--- src/rtl/receiver_buffer_if.sv ---
// ---------------------------------------------------------------------------
// receiver_buffer_if
// Bundles the byte input, the block handshake and the status outputs of the
// receive-side block assembler.
//   master : UART receiver / AES side (drives rx_data, rx_done, block_ack)
//   slave  : receiver_buffer (drives block_out, block_valid, byte_count,
//            overflow, timeout)
// ---------------------------------------------------------------------------
interface receiver_buffer_if;
  logic [7:0]   rx_data;
  logic         rx_done;
  logic         block_ack;
  logic [127:0] block_out;
  logic         block_valid;
  logic [4:0]   byte_count;
  logic         overflow;
  logic         timeout;

  modport master (
    output rx_data, rx_done, block_ack,
    input  block_out, block_valid, byte_count, overflow, timeout
  );

  modport slave (
    input  rx_data, rx_done, block_ack,
    output block_out, block_valid, byte_count, overflow, timeout
  );
endinterface

--- src/rtl/receiver_buffer.sv ---
// ---------------------------------------------------------------------------
// receiver_buffer
// Packs 16 received UART bytes into a 128-bit block (first byte in [127:120],
// last in [7:0]) and offers it to the AES core with a valid/ack handshake.
// A partial block that sees no byte for TIMEOUT_CYCLES cycles is discarded.
// Ports:
//   clk   - system clock, rising edge
//   reset - asynchronous, active-high reset
//   bus   - receiver_buffer_if.slave (rx_data/rx_done in, block_ack in,
//           block_out/block_valid/byte_count/overflow/timeout out)
// All outputs come straight from registers.
// ---------------------------------------------------------------------------
module receiver_buffer #(
  parameter int unsigned TIMEOUT_CYCLES = 20000
) (
  input  logic              clk,
  input  logic              reset,
  receiver_buffer_if.slave  bus
);

  localparam int unsigned TMR_W  = (TIMEOUT_CYCLES > 1) ? $clog2(TIMEOUT_CYCLES + 1) : 1;
  localparam bit          TMO_EN = (TIMEOUT_CYCLES != 0);
  // Timer value seen on the cycle in which it would reach TIMEOUT_CYCLES.
  localparam logic [TMR_W-1:0] TMR_LAST = TMO_EN ? TMR_W'(TIMEOUT_CYCLES - 1) : '0;

  typedef enum logic [1:0] {
    ST_IDLE    = 2'd0,
    ST_COLLECT = 2'd1,
    ST_FULL    = 2'd2
  } state_e;

  state_e             state_q, state_d;
  logic [127:0]       block_q, block_d;
  logic [4:0]         count_q, count_d;
  logic               valid_q, valid_d;
  logic               ovf_q,   ovf_d;
  logic               tmo_q,   tmo_d;
  logic [TMR_W-1:0]   timer_q, timer_d;

  // State and datapath registers, asynchronously cleared.
  always_ff @(posedge clk or posedge reset) begin
    if (reset) begin
      state_q <= ST_IDLE;
      block_q <= 128'd0;
      count_q <= 5'd0;
      valid_q <= 1'b0;
      ovf_q   <= 1'b0;
      tmo_q   <= 1'b0;
      timer_q <= '0;
    end else begin
      state_q <= state_d;
      block_q <= block_d;
      count_q <= count_d;
      valid_q <= valid_d;
      ovf_q   <= ovf_d;
      tmo_q   <= tmo_d;
      timer_q <= timer_d;
    end
  end

  // Next-state, byte packing, idle timer and status flag logic.
  always_comb begin
    state_d = state_q;
    block_d = block_q;
    count_d = count_q;
    valid_d = valid_q;
    ovf_d   = ovf_q;
    tmo_d   = 1'b0;
    timer_d = timer_q;

    case (state_q)
      ST_IDLE: begin
        if (bus.rx_done) begin
          block_d = {block_q[119:0], bus.rx_data};
          count_d = 5'd1;
          timer_d = '0;
          state_d = ST_COLLECT;
        end else begin
          timer_d = '0;
        end
      end

      ST_COLLECT: begin
        if (bus.rx_done) begin
          // A byte in the expiry cycle wins over the timeout.
          block_d = {block_q[119:0], bus.rx_data};
          count_d = count_q + 5'd1;
          timer_d = '0;
          if (count_q == 5'd15) begin
            state_d = ST_FULL;
            valid_d = 1'b1;
          end else begin
            state_d = ST_COLLECT;
          end
        end else if (TMO_EN && (timer_q == TMR_LAST)) begin
          count_d = 5'd0;
          timer_d = '0;
          tmo_d   = 1'b1;
          state_d = ST_IDLE;
        end else if (TMO_EN) begin
          timer_d = timer_q + TMR_W'(1);
        end else begin
          timer_d = '0;
        end
      end

      ST_FULL: begin
        timer_d = '0;
        if (bus.block_ack) begin
          valid_d = 1'b0;
          if (bus.rx_done) begin
            // Ack frees the buffer in the same cycle, so the byte starts
            // the next block instead of overflowing.
            block_d = {block_q[119:0], bus.rx_data};
            count_d = 5'd1;
            state_d = ST_COLLECT;
          end else begin
            count_d = 5'd0;
            state_d = ST_IDLE;
          end
        end else if (bus.rx_done) begin
          ovf_d = 1'b1;
        end else begin
          state_d = ST_FULL;
        end
      end

      default: begin
        state_d = ST_IDLE;
        count_d = 5'd0;
        valid_d = 1'b0;
        timer_d = '0;
      end
    endcase
  end

  assign bus.block_out   = block_q;
  assign bus.block_valid = valid_q;
  assign bus.byte_count  = count_q;
  assign bus.overflow    = ovf_q;
  assign bus.timeout     = tmo_q;

endmodule

--- src/flat_wrapper.sv ---
// flat-port wrapper written by rule: the top's interface ports become plain ports
module receiver_buffer_flat 
#(
  parameter int unsigned TIMEOUT_CYCLES = 20000
)
  (clk, reset, bus_rx_data, bus_rx_done, bus_block_ack, bus_block_out, bus_block_valid, bus_byte_count, bus_overflow, bus_timeout);
  receiver_buffer_if bus_i ();
  input  logic clk;
  input  logic reset;
  input wire logic [$bits(bus_i.rx_data)-1:0] bus_rx_data;
  input wire logic [$bits(bus_i.rx_done)-1:0] bus_rx_done;
  input wire logic [$bits(bus_i.block_ack)-1:0] bus_block_ack;
  output wire logic [$bits(bus_i.block_out)-1:0] bus_block_out;
  output wire logic [$bits(bus_i.block_valid)-1:0] bus_block_valid;
  output wire logic [$bits(bus_i.byte_count)-1:0] bus_byte_count;
  output wire logic [$bits(bus_i.overflow)-1:0] bus_overflow;
  output wire logic [$bits(bus_i.timeout)-1:0] bus_timeout;
  assign bus_i.rx_data = bus_rx_data;
  assign bus_i.rx_done = bus_rx_done;
  assign bus_i.block_ack = bus_block_ack;
  assign bus_block_out = bus_i.block_out;
  assign bus_block_valid = bus_i.block_valid;
  assign bus_byte_count = bus_i.byte_count;
  assign bus_overflow = bus_i.overflow;
  assign bus_timeout = bus_i.timeout;
  receiver_buffer #(.TIMEOUT_CYCLES(TIMEOUT_CYCLES)) u_core (.clk(clk), .reset(reset), .bus(bus_i));
endmodule
--- config.mk ---
export PLATFORM = sky130hd
export DESIGN_NAME = receiver_buffer_flat
export DESIGN_NICKNAME = d
export VERILOG_FILES = /design/src/rtl/receiver_buffer_if.sv /design/src/rtl/receiver_buffer.sv /design/src/flat_wrapper.sv
export SDC_FILE = /design/constraint.sdc
export NUM_CORES = 1
export LEC_CHECK = 0
export BUFFER_PORTS_ARGS = -buffer_cell sky130_fd_sc_hd__buf_2
export CORE_MARGIN = 2
export CORE_UTILIZATION = 25
export CTS_BUF_LIST = sky130_fd_sc_hd__clkbuf_8 sky130_fd_sc_hd__clkbuf_16
export CTS_CLUSTER_SIZE = 20
export DETAILED_ROUTE_END_ITERATION = 10
export GPL_TIMING_DRIVEN = 0
export PLACE_DENSITY = 0.51
export REMOVE_ABC_BUFFERS = 1
export SYNTH_ARGS = -nofsm -noshare
export SYNTH_HDL_FRONTEND = slang
export SYNTH_SLANG_ARGS = --single-unit
export TNS_END_PERCENT = 50
--- constraint.sdc ---
create_clock -name clk -period 4.7 [get_ports clk]
set_input_delay 0.235 -clock clk [delete_from_list [all_inputs] [get_ports clk]]
set_output_delay 0.235 -clock clk [all_outputs]
set_load 0.02 [all_outputs]
After elaboration in Yosys (flattened, before gate mapping)
Index checks and enable logic that the tools add are counted.
Word-level totals
  register bits after elaboration: 153
  latch bits: 0
  bits in writable memories: 0
  ROM bits: 0
  input port bits: 12
  output and inout port bits: 136
  word-level logic and storage cells: 56
  memories kept: 0
Operators by class
  $add $sub $neg: 2
  multiply operators: 0
  divide/modulo/power cells: 0
  order comparisons: 0
  eq/ne operators: 10
  shift-type cells: 0
  mux-type cells: 27
  bitwise gates (word level): 2
  reductions and logical operators: 8
Operators by type and width (number)
  two-way mux 128 bit: 2
  case mux 128 bit (2 select lines): 1
  two-way mux 15 bit: 3
  two-way mux 5 bit: 4
  adder 15 x 1 -> 15 bit, second input constant: 1
  == test 15 bit, second input constant: 1
  case mux 5 bit (3 select lines): 1
  two-way mux 2 bit: 6
  AND reduction 3 bit: 3
  two-way mux 1 bit: 8
  inequality test 2 bit, second input constant: 3
  case mux 2 bit (3 select lines): 1
  adder 5 x 1 -> 5 bit, second input constant: 1
  == test 5 x 4 -> 1 bit, second input constant: 1
  AND reduction 4 bit: 1
  inequality test 3 x 2 -> 1 bit, second input constant: 1
  inequality test 3 bit, second input constant: 1
  case mux 1 bit (3 select lines): 1
  == test 2 x 1 -> 1 bit, second input constant: 1
  == test 2 bit, second input constant: 1
  zero test 2 bit: 1
  inequality test 2 x 1 -> 1 bit, second input constant: 1
  NOT 1 bit: 2
  AND reduction 2 bit: 1
  2 further kinds: 2

Logic depth before layout (Yosys ltp)
Gate-level depths: netlist (run 1).
  depth after elaboration: 4
  depth in mapped cells: 8
  gate-level depth less buffers: 6

Worst setup path before layout (run 1)
Ideal clock, no wire load.
  path type: register -> register
  from: reg u_core.timer_q[0]
  to: reg u_core.timer_q[10]
  setup time: 0.071 ns
  arrival time: 1.443 ns
  required time: 4.629 ns
  setup slack: 3.185 ns
  cell stages (with the launch flop): 9
  buffers on the path: 3
  period minus slack after synthesis: 1.515 ns
  cell sequence: dfrtp_1 -> ha_1 -> and4_1 -> buf_4 -> nand4_2 -> nand2b_1 -> buf_6 -> buf_12 -> nor2_1
Between the ends
  cells in the longest elaborated chain, start to end: 4
  elaborated cells on any way between the ends: 5
  those cells by class: add/sub (1); eq/ne (1); mux (3)
Ends and longest elaborated chain
  start: declaration: RTL line receiver_buffer.sv:38  | logic [TMR_W-1:0] timer_q, timer_d;
  start signal: assignment: RTL line receiver_buffer.sv:57  | timer_q <= timer_d;
  adder 15 x 1 -> 15 bit / == test 15 bit (equally long branches): RTL line receiver_buffer.sv:101, receiver_buffer.sv:95
  two-way mux 15 bit *: RTL line receiver_buffer.sv:95  | end else if (TMO_EN && (timer_q == TMR_LAST)) begin
  two-way mux 15 bit *: RTL line receiver_buffer.sv:84  | if (bus.rx_done) begin
  two-way mux 15 bit *
  via u_core.timer_d[10]: RTL line receiver_buffer.sv:38
Mark *: on every way through the listed nets, which the timed path passes. The rest lies on a longest branch.
A chain may end at the register's enable or synchronous reset.

Worst setup path in the final report (run 1)
  from: reg u_core.state_q[1]
  to: reg u_core.block_q[114] (netlist: u_core.bus.block_out[114])
Between the ends
  cells in the longest elaborated chain, start to end: 4
  elaborated cells on any way between the ends: 8
  those cells by class: eq/ne (3); mux (1); reduce/logical (4)
Ends and longest elaborated chain
  start: declaration: RTL line receiver_buffer.sv:32  | state_e state_q, state_d;
  start signal: assignment: RTL line receiver_buffer.sv:51  | state_q <= state_d;
  == test 2 x 1 -> 1 bit / zero test 2 bit (equally long branches): RTL line receiver_buffer.sv:71  | case (state_q)
  OR reduction 2 bit (no line)
  nonzero test 2 bit (no line)
  AND reduction 2 bit (no line)
  end signal: assignment: RTL line receiver_buffer.sv:52  | block_q <= block_d;
  end: declaration: RTL line receiver_buffer.sv:33  | logic [127:0] block_q, block_d;
Parallel ways exist; a longest one is shown, timed or not.

==> run metrics, run 1 <==
P_sw 1830 uW; Seq cells post-synth 153; Longest Clk Path Bufs 2; Clock Skew about 0.0084 ns; CP Launch Type flip-flop; maxcap violations 0; final instance area between 0.007 and 0.008 mm^2; Initial DRT Pass Iterations 4; pwr dens between 600 and 700 mW/mm^2; Seq pwr share approximately 40%; Mean Syn Cell Area 15.2 um^2; Peak VDD IR approximately 0.23 mV; via count approximately 3600; final setup fails 0; combinational power share 31.3%; leakage 0.00358 uW; initial antenna violation count 0; nets 567; RSZ-0062 raised after global routing false; Root Driver clkbuf_16; cell taking the most area after synthesis dfrtp_1; IO buf count 147; Cells after DPL ~860; post-synthesis sequential area ratio a little over three fifths; std cell rows 57; share of cells above drive strength 1 ~56%; outcome completed; hold crit path type input pin to flip-flop; die area about 0.026 mm^2; Num Clock Sinks around 150; GRT Resource Usage Total around 9.8%; Crit Path Class flip-flop to flip-flop; clock power share around 28%; Switching Share between 30% and 40%; Remaining DRCs 0; critical path fanouts, max 24; Critical Path RT around 5 ns; Int Pwr between 3000 and 4000 uW; vias in the first global route roughly 3900; GRT overflow 0; Final GP Congestion a little over 0.7; largest net degree at the start of global routing roughly 80; Post-synth EDFFs 0; first-pass GRT wire length 20400 um; Die Height around 160 um; Cell Area, Placed 0.00717 mm^2; Initial DRC Count 177; Setup TNS 0 ns; starting density of the core about a quarter; Hold Vio Cnt, Final 0; DR WL/cell 13.3 um; H-tree depth 4; ANT cells 0; post-synthesis instance total 400; Die Wd 160 um; DP Worst Slack between 2 and 2.5 ns; setup ws final 2.30 ns; Tcrit/Tclk final about half; relative slew slack between 50% and 60%; Achievable Freq about 0.42 GHz; CTS tree yes; detailed-route wire length ~12000 um; post-CTS setup buffers 0; P&R area growth vs syn 28.4%; clk_lat worst skew just over 0.4 ns; Critical Path Sink Type flip-flop; top_reg_cell synth dfrtp_1; final critical-path required period approximately 2.4 ns; Worst-Margin Slew 0.719 ns; I/O pins around 150; CTS buffer count 17; Core ar. around 0.024 mm^2; asr flop ratio synth 100%; CTS clk-pin slew, worst paths ~0.060 ns; Post-DP HPWL roughly 8200 um; post-synth cell types 36; Synth top area share between 60% and 70%; vias per cell 4.11; top cells by area, synth dfrtp_1 63%, mux2_2 24%, buf_6 2.8%, xor2_1 1.7%, nor2_1 1.2%; non-filler cells, final 887; Syn. warnings 0; antenna-violating nets left 0; crit path DAT about 2.7 ns; Post-Syn Area slightly above 0.006 mm^2; Slew Viols, Final 0
==> Yosys cell counts, types with 2 or more instances <==
library cell,number
buf_6,15
nand3_1,8
xor2_1,12
dfrtp_1,153
buf_2,2
a31oi_1,2
a21oi_1,5
and4_1,4
buf_4,2
nor2_1,20
nand4_1,5
inv_1,7
nand2_1,6
o21ai_0,6
mux2_2,128
and3_1,3
ha_1,3
==> routing by layer <==
metal / vias up / share of wire (%) / GRT usage [%]
met5: - / 0 / 0
met4: 0 / 0.98 / 3.19
met3: 5 / 4.5 / 3.12
met2: 80 / 48 / 15.8
met1: 1845 / 46 / 12.6
li1: 1719 / - / -
==> power by group through the flow <==
stage,sequential (uW),combinational (uW),clock [uW]
floorplan,2640,496,0
global placement,2100,1650,0
detailed placement,2140,1670,0
CTS,2110,1670,1530
global route,2190,1750,1610
finish,2100,1630,1480
==> final cells by class <==
class | count | area [um^2]
Clock buffer | 20 | 467
Sequential cell | 153 | 3830
Fill cell | 2495 | 16300
Timing Repair Buffer | 154 | 896
Tap cell | 324 | 405
Multi-Input combinational cell | 219 | 2020
Inverter | 7 | 31.3
Clock inverter | 10 | 166
==> layout by cell type (no fill, tap or decap), types with 2 or more instances in the layout <==
cell        count
bufinv_16       4
o21ai_0         6
nor2_1         20
a21oi_1         5
mux2_2        128
inv_1           6
buf_16          4
nand3_1         8
ha_1            3
buf_12          2
and3_1          3
xor2_1         12
buf_2         147
inv_6           3
clkbuf_8        3
dfrtp_1       153
nand2_1         6
clkbuf_16      17
a31oi_1         2
nand4_1         5
and4_1          4
clkinvlp_4      2
==> through the flow <==
stage / hold WS, ns / power, uW / utilization [%]
2_1_floorplan: 0.377 / 3140 / -
3_3_place_gp: 0.456 / 3750 / 29.1
3_5_place_dp: 0.405 / 3800 / 29.8
4_1_cts: 0.0400 / 5320 / 32.4
5_1_grt: 0.0350 / 5540 / 32.4
6_report: 0.0602 / 5210 / 32.4
==> path summary, 6_finish.rpt <==
check	from	endpoint	slack (ns)	cells after the start
worst max-delay path	u_core.state_q[1]	u_core.bus.block_out[114]	2.30	6
worst min-delay path	bus_rx_data[5]	u_core.bus.block_out[5]	0.06	2
worst max register to register	u_core.state_q[1]	u_core.bus.block_out[114]	2.30	6
worst min register to register	u_core.bus.overflow	u_core.bus.overflow	0.47	1
max in group asynchronous	reset	u_core.bus.block_out[55]	3.39	4
min in group asynchronous	reset	u_core.bus.block_out[114]	0.48	3
==> kinds of logic (layout without fill, tap and decap cells) <==
logic type                 after synthesis  count (layout)  share of synthesized area (%)
adders and majority gates                3               3                          0.617
AOI/OAI and AO/OA                       20              20                           2.06
xor gates and xnor gates                13              13                           1.87
buffers and inverters                   28             191                           4.01
DFF                                    153             153                           62.9
muxes                                  128             128                           23.7
and+or+nand+nor                         55              55                           4.87
==> sequential cells by signal, summed over array words and instances (netlist names) <==
register and cells:
u_core.bus.byte_count 5, u_core.state_q 2, u_core.bus.timeout 1, u_core.bus.overflow 1
u_core.bus.block_valid 1, u_core.timer_q 15, u_core.bus.block_out 128
==> timing repair <==
item                       CTS  global route
hold endpoints to repair    67             0
hold buffers                 1             0
resized for setup            0             0
setup endpoints to repair    0             0
==> critical path: stages, from the launching register on <==
cell	delay [ns]
dfrtp_1	0.52
inv_1	0.15
o21ai_4	0.59
buf_16	0.25
buf_12	0.20
buf_16	0.19
mux2_2	0.35
No activity file was read; power rests on OpenSTA's default activity.
==> run 2, diff against run 1 <==
ABC_AREA = 1   (was not set)
clock period = 2.3 ns   (was 4.7 ns; I/O delays follow)
==> run metrics, run 2 <==
outcome completed; P&R area growth vs syn 28.0%; Num Clock Sinks ~150; critical path fanouts, max 93; Critical Path Sink Type flip-flop; post-synth cell types 23; detailed-route wire length between 10000 and 15000 um; Synth top cells by count 153 x dfrtp_1, 84 x mux2_2, 59 x nand2_1, 35 x nor2_1, 30 x inv_1; Synth Area in Simple Gates roughly 8.3%; RSZ-0062 raised after global routing false; count leader, synth dfrtp_1; post-synthesis sequential area ratio between 60% and 70%; commonest cells after routing, fill and taps aside 153 x dfrtp_1, 147 x buf_2, 84 x mux2_2; CP Launch Type flip-flop; Die Height around 160 um; relative slew slack 62.0%; largest stage delay on the critical path between 0.3 and 0.4 ns; cell taking the most area after synthesis dfrtp_1; compound-cell area share of the yosys netlist 2.49%; top cells by area, synth dfrtp_1 62%, mux2_2 15%, mux2_4 6.8%, nand2_1 3.6%, nor2_1 2.1%; Root Driver clkbuf_16; Die Wd ~160 um; hold crit path type input pin to flip-flop; cells along the critical path inv_2 > nand3_1 > nand2_8 > buf_16 > mux2_2; IO buf count between 100 and 150; Mean Syn Cell Area between 10 and 15 um^2; Peak VDD IR 0.628 mV; Clock Skew 0.00976 ns; leakage approximately 0.0037 uW; post-synthesis instance total 471; H-tree depth 4; Seq pwr share approximately 40%; pwr dens ~1400 mW/mm^2; final setup fails 0; Int Pwr between 6000 and 7000 uW; Worst path top cell family by delay simple AND/OR/NAND/NOR gates; Critical Path RT 2.60 ns; share of cells above drive strength 1 46.8%; Achievable Freq approximately 0.48 GHz; Syn. warnings 0; die area between 0.02 and 0.03 mm^2; nets roughly 650; vias per cell between 4 and 5; clk_lat worst skew approximately 0.42 ns; I/O pins between 100 and 150; Initial DRT Pass Iterations 4; Hold Vio Cnt, Final 0; Initial DRC Count roughly 200; CTS clk-pin slew, worst paths about 0.070 ns; clock power share between 20% and 30%; Seq cells post-synth around 150; Buf/Inv on CP 2; fin util roughly a third; CTS buffer count 17; slowest library cell on the worst path mux2_2; std cell rows 57; Worst-Margin Slew roughly 0.57 ns; Longest Clk Path Bufs 2; Slew Viols, Final 0; first-pass GRT wire length about 21000 um; main combinational cell family by area after synthesis multiplexers; ANT cells 0; Switching Share approximately two fifths; mux cell area share after synthesis between 20% and 30%; Crit Path Class flip-flop to flip-flop; fill cell count between 2000 and 2500; commonest non-fill, non-tap cell in the layout dfrtp_1; initial antenna violation count 0; Post-DP HPWL 8510 um; Final GP Congestion 0.738; Remaining DRCs 0; maxcap violations 0; starting density of the core around a quarter; max reg flops between 100 and 150; P_sw 4390 uW; Synth top area share about 62%; asr flop ratio synth between 90% and 100%; Core ar. 0.0242 mm^2; Power Total 11300 uW; top_reg_cell synth dfrtp_1; Post-synth EDFFs 0; final critical-path required period between 2 and 2.5 ns; DR WL/cell 13.3 um; vias in the first global route 3871; crit path DAT between 2 and 2.5 ns; Tcrit/Tclk final 90.4%; Adder-Cell Fraction of Synth Area less than 1%; CTS tree yes; Synth Area in XOR/XNOR less than 1%; GRT Resource Usage Total between 10% and 20%; largest net degree at the start of global routing 94; via count approximately 3900; antenna-violating nets left 0; combinational power share approximately 37%; GRT overflow 0; Post-Syn Area a little over 0.006 mm^2
run 2: repair_timing:
action | in CTS | in global routing
gates resized for setup | 0 | 0
buffers inserted | 0 | 0
endpoints found under the hold margin | 85 | 0
hold buffers | 11 | 0
run 2: worst register-to-register path, cell delays in order (launching register included):
cell and delay [ns]:
dfrtp_1 0.37, inv_2 0.11, nand3_1 0.20, nand2_8 0.36
buf_16 0.38, mux2_2 0.55
run 2: final timing paths:
check                                  start                  endpoint  slack [ns]  depth (start not counted)
min                              bus_rx_done        u_core.bus.timeout        0.07                          4
min reg2reg                u_core.timer_q[0]         u_core.timer_q[0]        0.46                          1
max                        u_core.state_q[0]  u_core.bus.block_out[29]        0.22                          5
max reg2reg                u_core.state_q[0]  u_core.bus.block_out[29]        0.22                          5
max in group asynchronous              reset  u_core.bus.block_out[43]        1.18                          4
min in group asynchronous              reset  u_core.bus.block_out[66]        0.32                          3
run 2: routing by layer:
layer  part of all wire [%]  wire [um]  track usage [%]
met2                     47       6050             15.9
met3                    3.5        450             2.65
met4                    1.9        250             4.42
met1                     48       6130             13.7
met5                      0          0                0
run 2: cell families (layout without fill, tap and decap cells):
| kind of cell | Yosys count | after routing |
|---|---|---|
| AO/OA/AOI/OAI | 30 | 30 |
| XOR/XNOR | 1 | 1 |
| adder cells (fa/ha/maj) | 3 | 3 |
| buffers and inverters | 49 | 225 |
| flip-flops | 153 | 153 |
| multiplexers | 112 | 112 |
| AND/OR/NAND/NOR | 123 | 123 |
run 2: area by class of cell:
class                   instances  area, um^2  share of cell area [%]
inverters                      33         131                    1.66
clock buffers                  17         425                    5.39
repair buffers                160         901                    11.4
well taps                     324         405                    5.13
flip-flops and latches        153        3830                    48.5
clock inverters                15         118                    1.49
multi-input cells             269        2090                    26.5
run 2: power groups by stage:
stage / Sequential, uW / Clock (uW) / Combinational (uW)
floorplan: 5760 / 0 / 1480
global placement: 4570 / 0 / 4230
detailed placement: 4590 / 0 / 4250
CTS: 4550 / 2720 / 4270
global route: 4720 / 2840 / 4470
finish: 4530 / 2610 / 4180
run 2: through the flow:
step | hold slack, ns | cell area [um^2] | setup TNS, ns | std cells | setup slack [ns]
final | 0.0722 | 7900 | 0 | 971 | 0.221
after global routing | 0.0732 | 7900 | 0 | 971 | 0.0862
after CTS | 0.0554 | 7900 | 0 | 971 | 0.212
after detailed placement | 0.239 | 7250 | 0 | 928 | 0.216
after global placement | 0.348 | 7170 | -687.80 | 926 | -4.21
after floorplan | 0.243 | 6030 | -296.28 | 455 | -1.94
